File: src/rtl/shift_reg_pkg.sv
// Shared types and the single-step shift/rotate function for univ_shift_register.
// Supports register widths up to MAX_W bits.
package shift_reg_pkg;

    localparam int unsigned MAX_W = 64;

    typedef enum logic [1:0] {
        MODE_SHL = 2'b00,
        MODE_SHR = 2'b01,
        MODE_ROL = 2'b10,
        MODE_ROR = 2'b11
    } mode_e;

    typedef enum logic {
        ST_IDLE  = 1'b0,
        ST_BURST = 1'b1
    } state_e;

    typedef logic [MAX_W-1:0] word_t;

    typedef struct packed {
        logic  serial;
        word_t q;
    } step_t;

    // q must arrive zero-extended above bit width-1; the result keeps that property.
    function automatic step_t shift_step(word_t q, int unsigned width, mode_e mode, logic din);
        step_t r;
        word_t mask;
        word_t msb_aligned;
        logic  out_bit;
        logic  in_bit;
        mask        = (word_t'(1) << width) - word_t'(1);
        msb_aligned = q >> (width - 1);
        out_bit     = (mode == MODE_SHL || mode == MODE_ROL) ? msb_aligned[0] : q[0];
        in_bit      = mode[1] ? out_bit : din;
        if (mode == MODE_SHL || mode == MODE_ROL)
            r.q = ((q << 1) | word_t'(in_bit)) & mask;
        else
            r.q = (q >> 1) | (word_t'(in_bit) << (width - 1));
        r.serial = out_bit;
        return r;
    endfunction

endpackage

File: src/rtl/univ_shift_register.sv
// Universal shift/rotate register with single-step, N-step burst and parallel load.
// Optional PARITY output (XOR of q) when SHIFT_REG_PARITY_EN is defined.
module univ_shift_register
    import shift_reg_pkg::*;
#(
    parameter int unsigned WIDTH = 8,
    parameter int unsigned LEN_W = $clog2(WIDTH + 1)
) (
    input  logic             CLK,
    input  logic             RESET_N,
    input  logic             LOAD,
    input  logic [WIDTH-1:0] PDATA,
    input  logic             SHIFT_ENABLE,
    input  logic [1:0]       MODE,
    input  logic             DATA_IN,
    input  logic             BURST_START,
    input  logic [LEN_W-1:0] BURST_LEN,
    output logic [WIDTH-1:0] q,
    output logic             SERIAL_OUT,
    output logic             BUSY,
    output logic             DONE
`ifdef SHIFT_REG_PARITY_EN
    ,
    output logic             PARITY
`endif
);

    localparam logic [LEN_W-1:0] WIDTH_L = LEN_W'(WIDTH);

    state_e           state;
    mode_e            mode_r;
    mode_e            step_mode;
    logic [LEN_W-1:0] cnt;
    step_t            nxt;
    logic [WIDTH-1:0] nxt_q;

    always_comb begin
        step_mode = (state == ST_BURST) ? mode_r : mode_e'(MODE);
        nxt       = shift_step(word_t'(q), WIDTH, step_mode, DATA_IN);
        nxt_q     = nxt.q[WIDTH-1:0];
    end

    if (WIDTH < MAX_W) begin : g_hi
        logic unused_hi;
        assign unused_hi = ^nxt.q[MAX_W-1:WIDTH];
    end

    always_ff @(posedge CLK or negedge RESET_N) begin
        if (!RESET_N) begin
            q          <= '0;
            SERIAL_OUT <= 1'b0;
            BUSY       <= 1'b0;
            DONE       <= 1'b0;
            state      <= ST_IDLE;
            mode_r     <= MODE_SHL;
            cnt        <= '0;
        end else begin
            DONE <= 1'b0;
            if (LOAD) begin
                // Load wins in either state; an aborted burst gets no DONE.
                q     <= PDATA;
                state <= ST_IDLE;
                BUSY  <= 1'b0;
                cnt   <= '0;
            end else if (state == ST_BURST) begin
                q          <= nxt_q;
                SERIAL_OUT <= nxt.serial;
                cnt        <= cnt - LEN_W'(1);
                if (cnt == LEN_W'(1)) begin
                    state <= ST_IDLE;
                    BUSY  <= 1'b0;
                    DONE  <= 1'b1;
                end
            end else if (BURST_START) begin
                if (BURST_LEN == '0) begin
                    DONE <= 1'b1;
                end else begin
                    cnt    <= (BURST_LEN > WIDTH_L) ? WIDTH_L : BURST_LEN;
                    mode_r <= mode_e'(MODE);
                    state  <= ST_BURST;
                    BUSY   <= 1'b1;
                end
            end else if (SHIFT_ENABLE) begin
                q          <= nxt_q;
                SERIAL_OUT <= nxt.serial;
            end
        end
    end

`ifdef SHIFT_REG_PARITY_EN
    always_comb PARITY = ^q;
`endif

endmodule

File: config.mk
export PLATFORM = sky130hd
export DESIGN_NAME = univ_shift_register
export DESIGN_NICKNAME = d
export VERILOG_FILES = /design/src/rtl/shift_reg_pkg.sv /design/src/rtl/univ_shift_register.sv
export SDC_FILE = /design/constraint.sdc
export NUM_CORES = 1
export LEC_CHECK = 0
export BUFFER_PORTS_ARGS = -buffer_cell sky130_fd_sc_hd__buf_2
export CAP_MARGIN = 20
export CELL_PAD_IN_SITES_DETAIL_PLACEMENT = 1
export CELL_PAD_IN_SITES_GLOBAL_PLACEMENT = 1
export CORE_ASPECT_RATIO = 1.5
export CORE_UTILIZATION = 42
export CTS_BUF_LIST = sky130_fd_sc_hd__clkbuf_8 sky130_fd_sc_hd__clkbuf_16
export DETAILED_ROUTE_END_ITERATION = 8
export PLACE_DENSITY = 0.85
export SLEW_MARGIN = 25
export SYNTH_ARGS = -nofsm -noshare
export SYNTH_HDL_FRONTEND = slang
export SYNTH_SLANG_ARGS = --single-unit
File: constraint.sdc
create_clock -name CLK -period 2.2 [get_ports CLK]
set_input_delay 0.22 -clock CLK [delete_from_list [all_inputs] [get_ports CLK]]
set_output_delay 0.22 -clock CLK [all_outputs]
set_load 0.02 [all_outputs]
# After elaboration in Yosys (flattened, before gate mapping)
# Index checks and enable logic that the tools add are counted.
# word_totals
ram_bits,0
wordCells,62
mem_bits_ro,0
output_inout_bits,11
mem_count,0
regBits,18
latchBits,0
input_bits,20
# classes
n_mux,31
eq_ne,6
bitwise_logic,5
n_lt_le_gt_ge,1
add_sub_neg,1
div,0
n_mul,0
shift,0
n_reduce_logical,11
# op_table
op,n
8-bit 2-to-1 mux,5
1-bit 2-to-1 mux,20
4-bit 2-to-1 mux,5
7-bit by 8-bit OR with 8-bit output,1
8-bit by 1-bit OR with 8-bit output,1
"3-bit by 2-bit != test with 1-bit output, second input constant",2
3-bit AND reduction,2
3-bit nonzero test,2
"4-bit by 1-bit equality test with 1-bit output, second input constant",1
"4-bit > comparator, second input constant",1
4-bit logical NOT,1
2-bit AND reduction,2
4-bit AND reduction,1
"4-bit by 1-bit subtractor with 4-bit output, second input constant",1
"3-bit != test, second input constant",1
1-bit inverter,3
"2-bit equality test, second input constant",1
2-bit logical NOT,1
2-bit 2-to-1 mux,1
"2-bit by 1-bit != test with 1-bit output, second input constant",1
2-bit nonzero test,1
1-bit logical OR,1

# Depth between registers and ports, before layout
# Gate-level depths: netlist of the first run.
# depth
word_depth,11
ltp_mapped,5
mapped_depth_nobuf,5

# Least setup slack after synthesis of the first run
# No wires, ideal clock.
# synth_timing
path_kind,flip-flop to flip-flop
start,register state
end,register q[6]
setup_time_ps,133
slack_ps,765
n_path_buf,1
required_time_ps,2067
path_stages_with_launch,6
period_less_slack_ps,1435
arrival_ps,1301
cell_sequence,dfrtp_1 buf_6 mux2i_4 mux2_2 mux2i_1 o21ai_1
# synth_between
elab_chain_cells,8
elab_cells_between_ends,12
classes_between,2 x eq/ne; 6 x mux; 4 x reduce/logical
# synth_rtl
item,line,text
start: declaration,univ_shift_register.sv:30,state_e state;
start signal: assignment,univ_shift_register.sv:54,state <= ST_IDLE;
start signal: assignment,univ_shift_register.sv:62,state <= ST_IDLE;
start signal: assignment,univ_shift_register.sv:70,state <= ST_IDLE;
2-bit 2-to-1 mux,univ_shift_register.sv:38,step_mode = (state == ST_BURST) ? mode_r : mode_e'(MODE);
2-bit equality test or 2-bit logical NOT (tied branches),shift_reg_pkg.sv:37,if (mode == MODE_SHL || mode == MODE_ROL)
1-bit logical OR,shift_reg_pkg.sv:37,
8-bit 2-to-1 mux,shift_reg_pkg.sv:37,
8-bit 2-to-1 mux,univ_shift_register.sv:83,end else if (SHIFT_ENABLE) begin
8-bit 2-to-1 mux,univ_shift_register.sv:74,end else if (BURST_START) begin
8-bit 2-to-1 mux,univ_shift_register.sv:65,end else if (state == ST_BURST) begin
8-bit 2-to-1 mux,univ_shift_register.sv:59,if (LOAD) begin
end signal: assignment,univ_shift_register.sv:66,q <= nxt_q;
end signal: assignment,univ_shift_register.sv:84,q <= nxt_q;
end: declaration,univ_shift_register.sv:18,"output logic [WIDTH-1:0] q,"
# Several ways; a longest one is shown, not always the timed one. The select of a mux whose other input is x is not followed.
# A chain may end at the register's enable or synchronous reset.

# Worst setup path in the final report of the first run
# layout_timing
start,register state
end,register q[1]
# The elaborated chain is that of the path after synthesis.

==> results of run 1 <==
## per-stage QoR
stage / instance area [sq um] / hold slack (ps) / total power (W)
finish: 1370 / 173 / 0.000973
global route: 1370 / 183 / 0.00103
CTS: 1370 / 179 / 0.000979
detailed placement: 1310 / 183 / 0.000745
global placement: 1310 / 173 / 0.000728
floorplan: 1160 / -75.6 / 0.000648
## per-layer routing
layer  wire [um]  up-vias  GRT usage, %
met3          88        2          2.98
met1        1180      451          25.4
li1            -      460             -
met2        1450       21          35.7
met5           0        -             0
met4          21        0          7.58
## state kept, by name, indices dropped and copies added, names as in the netlist
| name | count |
|---|---|
| q | 8 |
| cnt | 4 |
| mode_r | 2 |
| BUSY | 1 |
| DONE | 1 |
| SERIAL_OUT | 1 |
| state | 1 |
## worst register-to-register path, delay by kind of cell, from the launching register on
family             cells  cell delay, ps
muxes                  3             990
AOI/OAI and AO/OA      1              80
DFF                    1             510
## cell usage after synthesis, types with 2 or more instances
library cell | instances | area [sq um]
sky130_fd_sc_hd__inv_1 | 7 | 26.3
sky130_fd_sc_hd__mux2_2 | 9 | 101
sky130_fd_sc_hd__mux2i_1 | 11 | 110
sky130_fd_sc_hd__a211oi_1 | 4 | 30.0
sky130_fd_sc_hd__or3_4 | 2 | 22.5
sky130_fd_sc_hd__o2bb2ai_1 | 2 | 17.5
sky130_fd_sc_hd__a221oi_1 | 2 | 17.5
sky130_fd_sc_hd__nand2_1 | 8 | 30.0
sky130_fd_sc_hd__nor3_1 | 2 | 10.0
sky130_fd_sc_hd__o21ai_1 | 6 | 30.0
sky130_fd_sc_hd__mux2_4 | 2 | 30.0
sky130_fd_sc_hd__a21oi_1 | 5 | 25.0
sky130_fd_sc_hd__nor2_1 | 8 | 30.0
sky130_fd_sc_hd__dfrtp_1 | 18 | 450
sky130_fd_sc_hd__ha_1 | 2 | 25.0
## layout make-up
cell class / count / area [sq um]
repair buffers: 32 / 168
fillers: 325 / 1280
inverters: 7 / 26.3
multi-input cells: 79 / 633
clock buffers: 3 / 41.3
flip-flops and latches: 18 / 450
well taps: 37 / 46.3
## logic make-up after synthesis
kind of cell | after synthesis | synth area share, %
AOI/OAI and AO/OA | 28 | 17.9
DFF | 18 | 38.7
muxes | 23 | 22.7
adders and majority gates | 2 | 2.15
xor gates and xnor gates | 2 | 1.51
and+or+nand+nor | 24 | 10.2
buffers and inverters | 13 | 6.88
## timing repair
action                     4_1_cts  5_1_grt
resized for setup                0        0
setup endpoints to repair        0        0
hold endpoints to repair        18        0
hold buffers                     1        0
## where the power goes
group	switching (W)	internal, W	total, W
sequential	0.0000561	0.000376	0.000432
combinational	0.000161	0.000146	0.000307
clock	0.000112	0.000122	0.000234
## final timing paths
check                         start  endpoint  depth (start not counted)
hold reg to reg                BUSY      BUSY                          2
max in group asynchronous   RESET_N      q[0]                          2
min in group asynchronous   RESET_N      DONE                          2
setup reg to reg              state      q[1]                          4
setup / recovery              state      q[1]                          4
hold / removal             PDATA[4]      q[4]                          3
==> results.ini, run 1 <==
[logic_synthesis]
number_of_enable_flip_flop_cells_after_synthesis = 0
post_synth_inst_count = 110
synth_fp_nets = 132
synth-seq-cells = 18
ys_flop_type = sky130_fd_sc_hd__dfrtp_1
synth-seq-area-share_pct = 38.7
ys.warnings.count = 0
post_synthesis_cell_type_count = 37
netlist_area_sq_mm = 0.00116
syn-mean-instance-area_sq_um = 10.6
ys_async_sr_fraction_pct = 100

[detailed_routing]
firstDrtPassIters = 4
drtIter0Drc = 13
routed_wl_mm = 2.74
route.vias.total = 934
wl_per_cell_um = 15.6
drc = 0
antenna_violation_net_count_after_detailed_routing = 0
routed_via_density = 5.31

[timing]
timing.final.hold_violations = 0
final_critical_path_setup_slack_ps = 493
max-slew-margin-rel_pct = 58.5
final-max-slew-violation-count = 0
finalCriticalPeriod_ps = 1710
worst_clock_skew_ps = 1.78
setup_viol = 0
clock.fmax_mhz = 586
final.setup.tns_ps = 0
grt_setup_unrepaired = no
period_share_pct = 77.6
worstMarginPinSlew_ps = 613

[clocking]
postCtsSetupBuffers = 0
clk_sink_count = 18
clockBufferDepth = 2
tritoncts = yes
cts_made_buffers = 3
path_clk_slew_ps = 70
clock_tree.htree_level_count = 1
root_buffer = sky130_fd_sc_hd__clkbuf_8
clkLatencyLatePin_ps = 250

[placement]
routability_congestion_estimate = 0.748
dp_slack_ps = 533
placed_cells = 172
place.detailed.hpwl_mm = 2.06
io_buffers = 30

[floorplan]
start_util_pct = 44.0
die_width_um = 45.0
floorplan.die.height_um = 66.5
floorplan.core_area_sq_mm = 0.00265
fp.dieArea_sq_mm = 0.00299
core.rowCount = 23
num_io_pins = 31

[status]
run_status = complete, no violations

[layout]
layout_commonest_cell = sky130_fd_sc_hd__buf_2
layoutNonFillerInstCount = 176
final_layout_size_suffix_gt1_share_pct = 36.7
antenna_cells_inserted = 0
syn_to_final_growth_pct = 17.3
layout_common_cells = 30 x sky130_fd_sc_hd__buf_2, 18 x sky130_fd_sc_hd__dfrtp_1, 11 x sky130_fd_sc_hd__mux2i_1
fin_util_pct = 51.6
layout.nets = 163

[global_routing]
grt_pass1_wl_mm = 4.55
first_global_vias = 996
gr-total-overflow = 0
globalRouteTotalUtil_pct = 20.7
grt_max_degree = 27
grt_antenna_before_repair = 0

[worst_setup_path]
crit_chain = mux2i_4, mux2_2, mux2i_1, o21ai_1
crit_path_end_kind = flop
start_kind = flop
critical-path-slowest-cell = sky130_fd_sc_hd__dfrtp_1
worst-endpoint-arrival_ps = 1830
timing.reg2reg.setup_slack_ps = 490
critPathRequiredTime_ps = 2330
worst-path-max-fanout = 7
crit_buf_inv = 0
critPathTopFamily = multiplexers
timing.setup.critical_path_class = flop to flop
largest_stage_delay_on_the_critical_path_ps = 510

[flow_run]
maxCapViolations = 0

[worst_hold_path]
timing.hold.worst.class = input pin to flop

[power]
irDropWorstVdd_mv = 0.420
pwr_density_cell_mw_per_mm2 = 713
p_leak_nw = 0.649

(Power assumes the default switching activity.)
==> run 2, diff against run 1 <==
- CORE_UTILIZATION: 42 -> 39
- PLACE_DENSITY: 0.85 -> 0.79
- clock period: 2.2 -> 1.66 ns (I/O delays scaled with it)
==> run 2 against run 1 <==
Critical path depth grew 2. Register-to-register slack lost 400 ps. Utilization shrank 0.56 points. Count of clock-buffer cells in the layout grew 1. Clock power grew 54%. Via count grew 3.1%. Final cell count grew 2.8%. Fmax grew 9.0%. Critical path type unchanged. Highest routed layer unchanged.
==> results.ini, run 2 (synthesized netlist as in run 1, its figures left out) <==
[power]
irDropWorstVdd_mv = 0.476  ; +13%
power.switching_w = 0.000442  ; +34%
pwr_density_cell_mw_per_mm2 = 961  ; +35%
power_report.internal_total_w = 0.000912  ; +42%
power_frac_comb_pct = 31.4  ; about the same
p_leak_nw = 0.676  ; +4.2%
clock_power_share_pct = 26.6  ; +2.5 points
switching_share_pct = 32.6  ; -1.2 points
seq_power_share_pct = 42.0  ; -2.4 points
overall_power_of_the_completed_layout_w = 0.00135  ; +39%

[flow_run]
maxCapViolations = 0  ; unchanged

[worst_setup_path]
timing.reg2reg.setup_slack_ps = 90  ; -400 ps
worst_setup_path_endpoint = BUSY
critical-path-slowest-cell = sky130_fd_sc_hd__dfrtp_1
crit_chain = buf_4, inv_1, nor4b_1, buf_4, a211o_1, a21oi_1
worst-path-max-fanout = 16  ; +9
ff_to_ff_end = BUSY
largest_stage_delay_on_the_critical_path_ps = 400  ; -110 ps
critPathTopFamily = buffers and inverters
path_common_cell = sky130_fd_sc_hd__buf_4
worstRegToRegCells = 6  ; +2
worstReg2RegStart = state
critical_path_cell_count = 6  ; +2
timing.critical_path.from = state
start_kind = flop
timing.setup.critical_path_class = flop to flop
critPathRequiredTime_ps = 1800  ; -530 ps
worst-endpoint-arrival_ps = 1710  ; -120 ps
crit_buf_inv = 3  ; +3
crit_path_end_kind = flop

[placement]
io_buffers = 30  ; unchanged
area_of_placed_instances_sq_mm = 0.00134  ; +2.3%
place.detailed.hpwl_mm = 2.11  ; +2.5%
routability_congestion_estimate = 0.795  ; +6.3%

[clocking]
clockBufferDepth = 2  ; unchanged
root_buffer = sky130_fd_sc_hd__clkbuf_8
clock_tree.htree_level_count = 1  ; unchanged
cts_hold_buf = 1  ; unchanged
path_clk_slew_ps = 70  ; about the same
tritoncts = yes
postCtsResizedCells = 0  ; unchanged
postCtsSetupBuffers = 0  ; unchanged
clkLatencyLatePin_ps = 260  ; about the same
clk_sink_count = 18  ; unchanged
cts_made_buffers = 3  ; unchanged

[layout]
final_layout_size_suffix_gt1_share_pct = 38.9  ; +2.2 points
largestRegisters = q x8, cnt x4, mode_r x2
layout_common_cells = 30 x sky130_fd_sc_hd__buf_2, 18 x sky130_fd_sc_hd__dfrtp_1, 11 x sky130_fd_sc_hd__mux2i_1
largest_reg_flops = 8  ; unchanged
layout_commonest_cell = sky130_fd_sc_hd__buf_2
regArea_sq_um = 450  ; unchanged
final_design_area_no_fill_sq_mm = 0.00141  ; +3.2%
fin_util_pct = 51.0  ; -0.56 points
syn_to_final_growth_pct = 21.1
regMostFlops = q
multi_input_comb_area_sq_um = 633  ; unchanged
layout.nets = 167  ; +2.5%
antenna_cells_inserted = 0  ; unchanged
nFillCells = 336  ; +3.4%

[detailed_routing]
route.vias.total = 963  ; +3.1%
routed_wl_mm = 2.80  ; +2.3%
wl_per_cell_um = 15.5  ; -0.56%
drc = 0  ; unchanged
routed_via_density = 5.32  ; +0.26%
drtIter0Drc = 15  ; +2
firstDrtPassIters = 2  ; -2
antenna_violation_net_count_after_detailed_routing = 0  ; unchanged

[timing]
final.setup.tns_ps = 0  ; unchanged
setup_viol = 0  ; unchanged
worstMarginPinSlew_ps = 461  ; -152 ps
final-max-slew-violation-count = 0  ; unchanged
period_share_pct = 94.3  ; +17 points
worst_clock_skew_ps = 7.32  ; +5.54 ps
max-slew-margin-rel_pct = 69.3  ; +11 points
finalCriticalPeriod_ps = 1570  ; -141 ps
grt_setup_unrepaired = no
clock.fmax_mhz = 639  ; +9.0%
timing.final.hold_violations = 0  ; unchanged
final.hold.worst_slack_ps = 125  ; -48.2 ps

[status]
run_status = complete, no violations

[global_routing]
grt_pass1_wl_mm = 4.69  ; +3.0%
grt_antenna_before_repair = 0  ; unchanged
globalRouteTotalUtil_pct = 19.9  ; -0.87 points
first_global_vias = 1051  ; +5.5%
grt_max_degree = 19  ; -30%
gr-total-overflow = 0  ; unchanged

[floorplan]
fp.dieArea_sq_mm = 0.00321  ; +7.4%
num_io_pins = 31  ; unchanged
start_util_pct = 42.1  ; -1.8 points
floorplan.core_area_sq_mm = 0.00276  ; +4.3%
core.rowCount = 23  ; unchanged
die_width_um = 46.6  ; +3.6%
floorplan.die.height_um = 68.9  ; +3.7%

[worst_hold_path]
timing.hold.worst.class = input pin to flop

run 2: cell types whose count changed in the layout (fill, tap and decap cells not counted), sizes merged:
cell    change
clkbuf      +1
buf         +4
run 2: layout make-up:
| cell class | count | share of cell area, % |
|---|---|---|
| clock buffer | 4 | 3.91 |
| inverter | 7 | 1.87 |
| multi-input combinational | 79 | 44.9 |
| sequential | 18 | 32.0 |
| tap | 37 | 3.29 |
| timing repair buffer | 36 | 14.0 |
run 2: how the worst min path moves through the flow:
stage,to,slack [ps],start,depth (start not counted)
6_report,q[5],120,PDATA[5],3
5_1_grt,q[5],140,PDATA[5],3
4_1_cts,q[5],120,PDATA[5],3
3_5_place_dp,DONE,130,RESET_N,1
3_3_place_gp,cnt[3],130,RESET_N,1
2_1_floorplan,BUSY,-130,RESET_N,0
run 2: metrics by stage:
step	instances	setup WS (ps)
after global routing	181	1.96
after global placement	176	173
after floorplan	110	225
after detailed placement	176	110
after CTS	181	108
final	181	94.0
run 2: tightest hold or removal path, cell delays in order:
cell	delay (ps)
sky130_fd_sc_hd__buf_2	70
sky130_fd_sc_hd__nand2_1	40
sky130_fd_sc_hd__o21ai_1	60
run 2: power groups by stage:
stage               logic, W  clock network, W  registers [W]
floorplan           0.000254                 0       0.000606
detailed placement  0.000425                 0       0.000575
finish              0.000425          0.000361       0.000569
global placement    0.000410                 0       0.000571
CTS                 0.000430          0.000372       0.000568
global route        0.000464          0.000395       0.000578
run 2: routing by layer:
layer	track usage [%]	part of all wire, %	vias to the layer above
met2	32.1	51	28
li1	-	-	467
met1	25.4	44	463
met3	3.91	3.8	5
met4	7.72	0.89	0
met5	0	0	-
==> run 3, diff against run 2 <==
- BUFFER_PORTS_ARGS: -buffer_cell sky130_fd_sc_hd__buf_2 -> not set
- CORE_UTILIZATION: 39 -> 47
- DONT_BUFFER_PORTS: not set -> 1
==> run 3 against run 2 <==
Sequential power rose by 5.1%. Register-to-register slack barely moved. Fmax fell by 0.39%. Largest cell class unchanged.
==> results.ini, run 3 (synthesized netlist as in run 1, its figures left out) <==
[timing]
period_share_pct = 94.7  ; +0.37 points
clock.fmax_mhz = 636  ; -0.39%
timing.final.hold_violations = 0  ; unchanged
grt_setup_unrepaired = no
worst_clock_skew_ps = 1.74  ; -5.58 ps
final.hold.worst_slack_ps = 10.8  ; -114 ps
final-max-slew-violation-count = 0  ; unchanged
final_critical_path_setup_slack_ps = 87.9  ; -6.08 ps
max-slew-margin-rel_pct = 41.8  ; -27 points
final.setup.tns_ps = 0  ; unchanged
setup_viol = 0  ; unchanged
worstMarginPinSlew_ps = 870  ; +409 ps
finalCriticalPeriod_ps = 1570  ; +6.08 ps

[worst_hold_path]
timing.hold.worst.class = input pin to flop

[power]
power.switching_w = 0.000424  ; -4.0%
switching_share_pct = 32.5  ; -0.17 points
power_frac_comb_pct = 25.9  ; -5.5 points
overall_power_of_the_completed_layout_w = 0.00131  ; -3.4%
irDropWorstVdd_mv = 0.536  ; +13%
power_report.internal_total_w = 0.000883  ; -3.2%
seq_power_share_pct = 45.7  ; +3.7 points
pwr_density_cell_mw_per_mm2 = 1030  ; +7.3%
clock_power_share_pct = 28.3  ; +1.7 points
p_leak_nw = 0.562  ; -17%

[layout]
nFillCells = 266  ; -21%
largestRegisters = q x8, cnt x4, mode_r x2
fin_util_pct = 55.4  ; +4.4 points
layout_commonest_cell = sky130_fd_sc_hd__dfrtp_1
regMostFlops = q
layout.nets = 139  ; -17%
antenna_cells_inserted = 0  ; unchanged
final_layout_size_suffix_gt1_share_pct = 23.3  ; -16 points
largest_reg_flops = 8  ; unchanged
syn_to_final_growth_pct = 8.93
layout_common_cells = 18 x sky130_fd_sc_hd__dfrtp_1, 11 x sky130_fd_sc_hd__mux2i_1, 9 x sky130_fd_sc_hd__mux2_2

[placement]
place.detailed.hpwl_mm = 1.89  ; -11%
io_buffers = 0  ; -100%
routability_congestion_estimate = 0.760  ; -4.4%
dp_slack_ps = 53.3  ; -56.7 ps

[floorplan]
floorplan.core_area_sq_mm = 0.00229  ; -17%
fp.dieArea_sq_mm = 0.00268  ; -16%
num_io_pins = 31  ; unchanged
core.rowCount = 21  ; -8.7%
start_util_pct = 50.9  ; +8.8 points
die_width_um = 42.6  ; -8.5%
floorplan.die.height_um = 62.9  ; -8.7%

[clocking]
clkLatencyLatePin_ps = 260  ; about the same
path_clk_slew_ps = 70  ; about the same
clock_tree.htree_level_count = 1  ; unchanged
clk_sink_count = 18  ; unchanged
root_buffer = sky130_fd_sc_hd__clkbuf_8
tritoncts = yes
clockBufferDepth = 2  ; unchanged
cts_made_buffers = 3  ; unchanged

[global_routing]
globalRouteTotalUtil_pct = 22.5  ; +2.7 points
grt_max_degree = 19  ; unchanged
gr-total-overflow = 0  ; unchanged
grt_antenna_before_repair = 0  ; unchanged
grt_pass1_wl_mm = 4.69  ; +0.15%
first_global_vias = 999  ; -4.9%

[worst_setup_path]
critPathRequiredTime_ps = 1790  ; about the same
worst-path-max-fanout = 16  ; unchanged
worst-endpoint-arrival_ps = 1710  ; about the same
crit_path_end_kind = flop
timing.reg2reg.setup_slack_ps = 90  ; about the same
start_kind = flop
timing.setup.critical_path_class = flop to flop

[detailed_routing]
routed_via_density = 6.46  ; +21%
wl_per_cell_um = 19.5  ; +26%
route.vias.total = 898  ; -6.7%
routed_wl_mm = 2.71  ; -3.4%
firstDrtPassIters = 4  ; +2
antenna_violation_net_count_after_detailed_routing = 0  ; unchanged
drc = 0  ; unchanged
drtIter0Drc = 17  ; +2

[status]
run_status = complete, no violations

[flow_run]
maxCapViolations = 0  ; unchanged

-- run 3: cell count changes in the layout (fill, tap and decap cells not counted), sizes merged --
cell / delta
buf: -30
dlygate4sd3: +2
-- run 3: per-stage QoR --
| stage | instance area, sq um | instances |
|---|---|---|
| global placement | 1180 | 132 |
| floorplan | 1160 | 110 |
| detailed placement | 1180 | 132 |
| CTS | 1260 | 139 |
| global route | 1270 | 139 |
| finish | 1270 | 139 |
-- run 3: power by group through the flow --
stage | registers [W] | logic [W] | clock network, W
final | 0.000598 | 0.000339 | 0.000371
after global routing | 0.000607 | 0.000374 | 0.000395
after detailed placement | 0.000605 | 0.000318 | 0
after floorplan | 0.000606 | 0.000254 | 0
after global placement | 0.000600 | 0.000307 | 0
after CTS | 0.000597 | 0.000340 | 0.000378
-- run 3: repair_timing --
action | CTS | global route
hold buffers | 3 | 0
endpoints found under the setup margin | 0 | 2
setup buffers | 0 | 0
resized for setup | 0 | 1
hold endpoints to repair | 27 | 0
-- run 3: worst max-delay path: stages (launching register included) --
cell and delay (ps):
sky130_fd_sc_hd__dfrtp_1 420, sky130_fd_sc_hd__buf_4 210, sky130_fd_sc_hd__inv_1 170, sky130_fd_sc_hd__nor2_1 100
sky130_fd_sc_hd__a2111oi_0 430, sky130_fd_sc_hd__o2bb2ai_1 130
-- run 3: path summary, 6_finish.rpt --
path | end | startpoint | cells after the start
max in group asynchronous | cnt[1] | RESET_N | 1
min | q[3] | LOAD | 1
min reg2reg | cnt[0] | cnt[0] | 1
max | q[7] | state | 5
max reg2reg | q[7] | state | 5
min in group asynchronous | mode_r[1] | RESET_N | 1
-- run 3: routing by layer --
metal	up-vias	track usage, %	part of all wire [%]	wire length, um
met3	5	4.05	5.1	139
met2	29	36.9	50	1350
met1	448	28.4	43	1170
met4	0	9.38	1.8	48
met5	-	0	0	0
li1	416	-	-	-
-- run 3: area by class of cell --
| cell class | instances | area [sq um] | share of cell area [%] |
|---|---|---|---|
| multi-input combinational | 79 | 639 | 50.4 |
| sequential | 18 | 450 | 35.5 |
| timing repair buffer | 8 | 67.6 | 5.33 |
| clock buffer | 4 | 55.1 | 4.34 |
| tap | 23 | 28.8 | 2.27 |
| inverter | 7 | 26.3 | 2.07 |
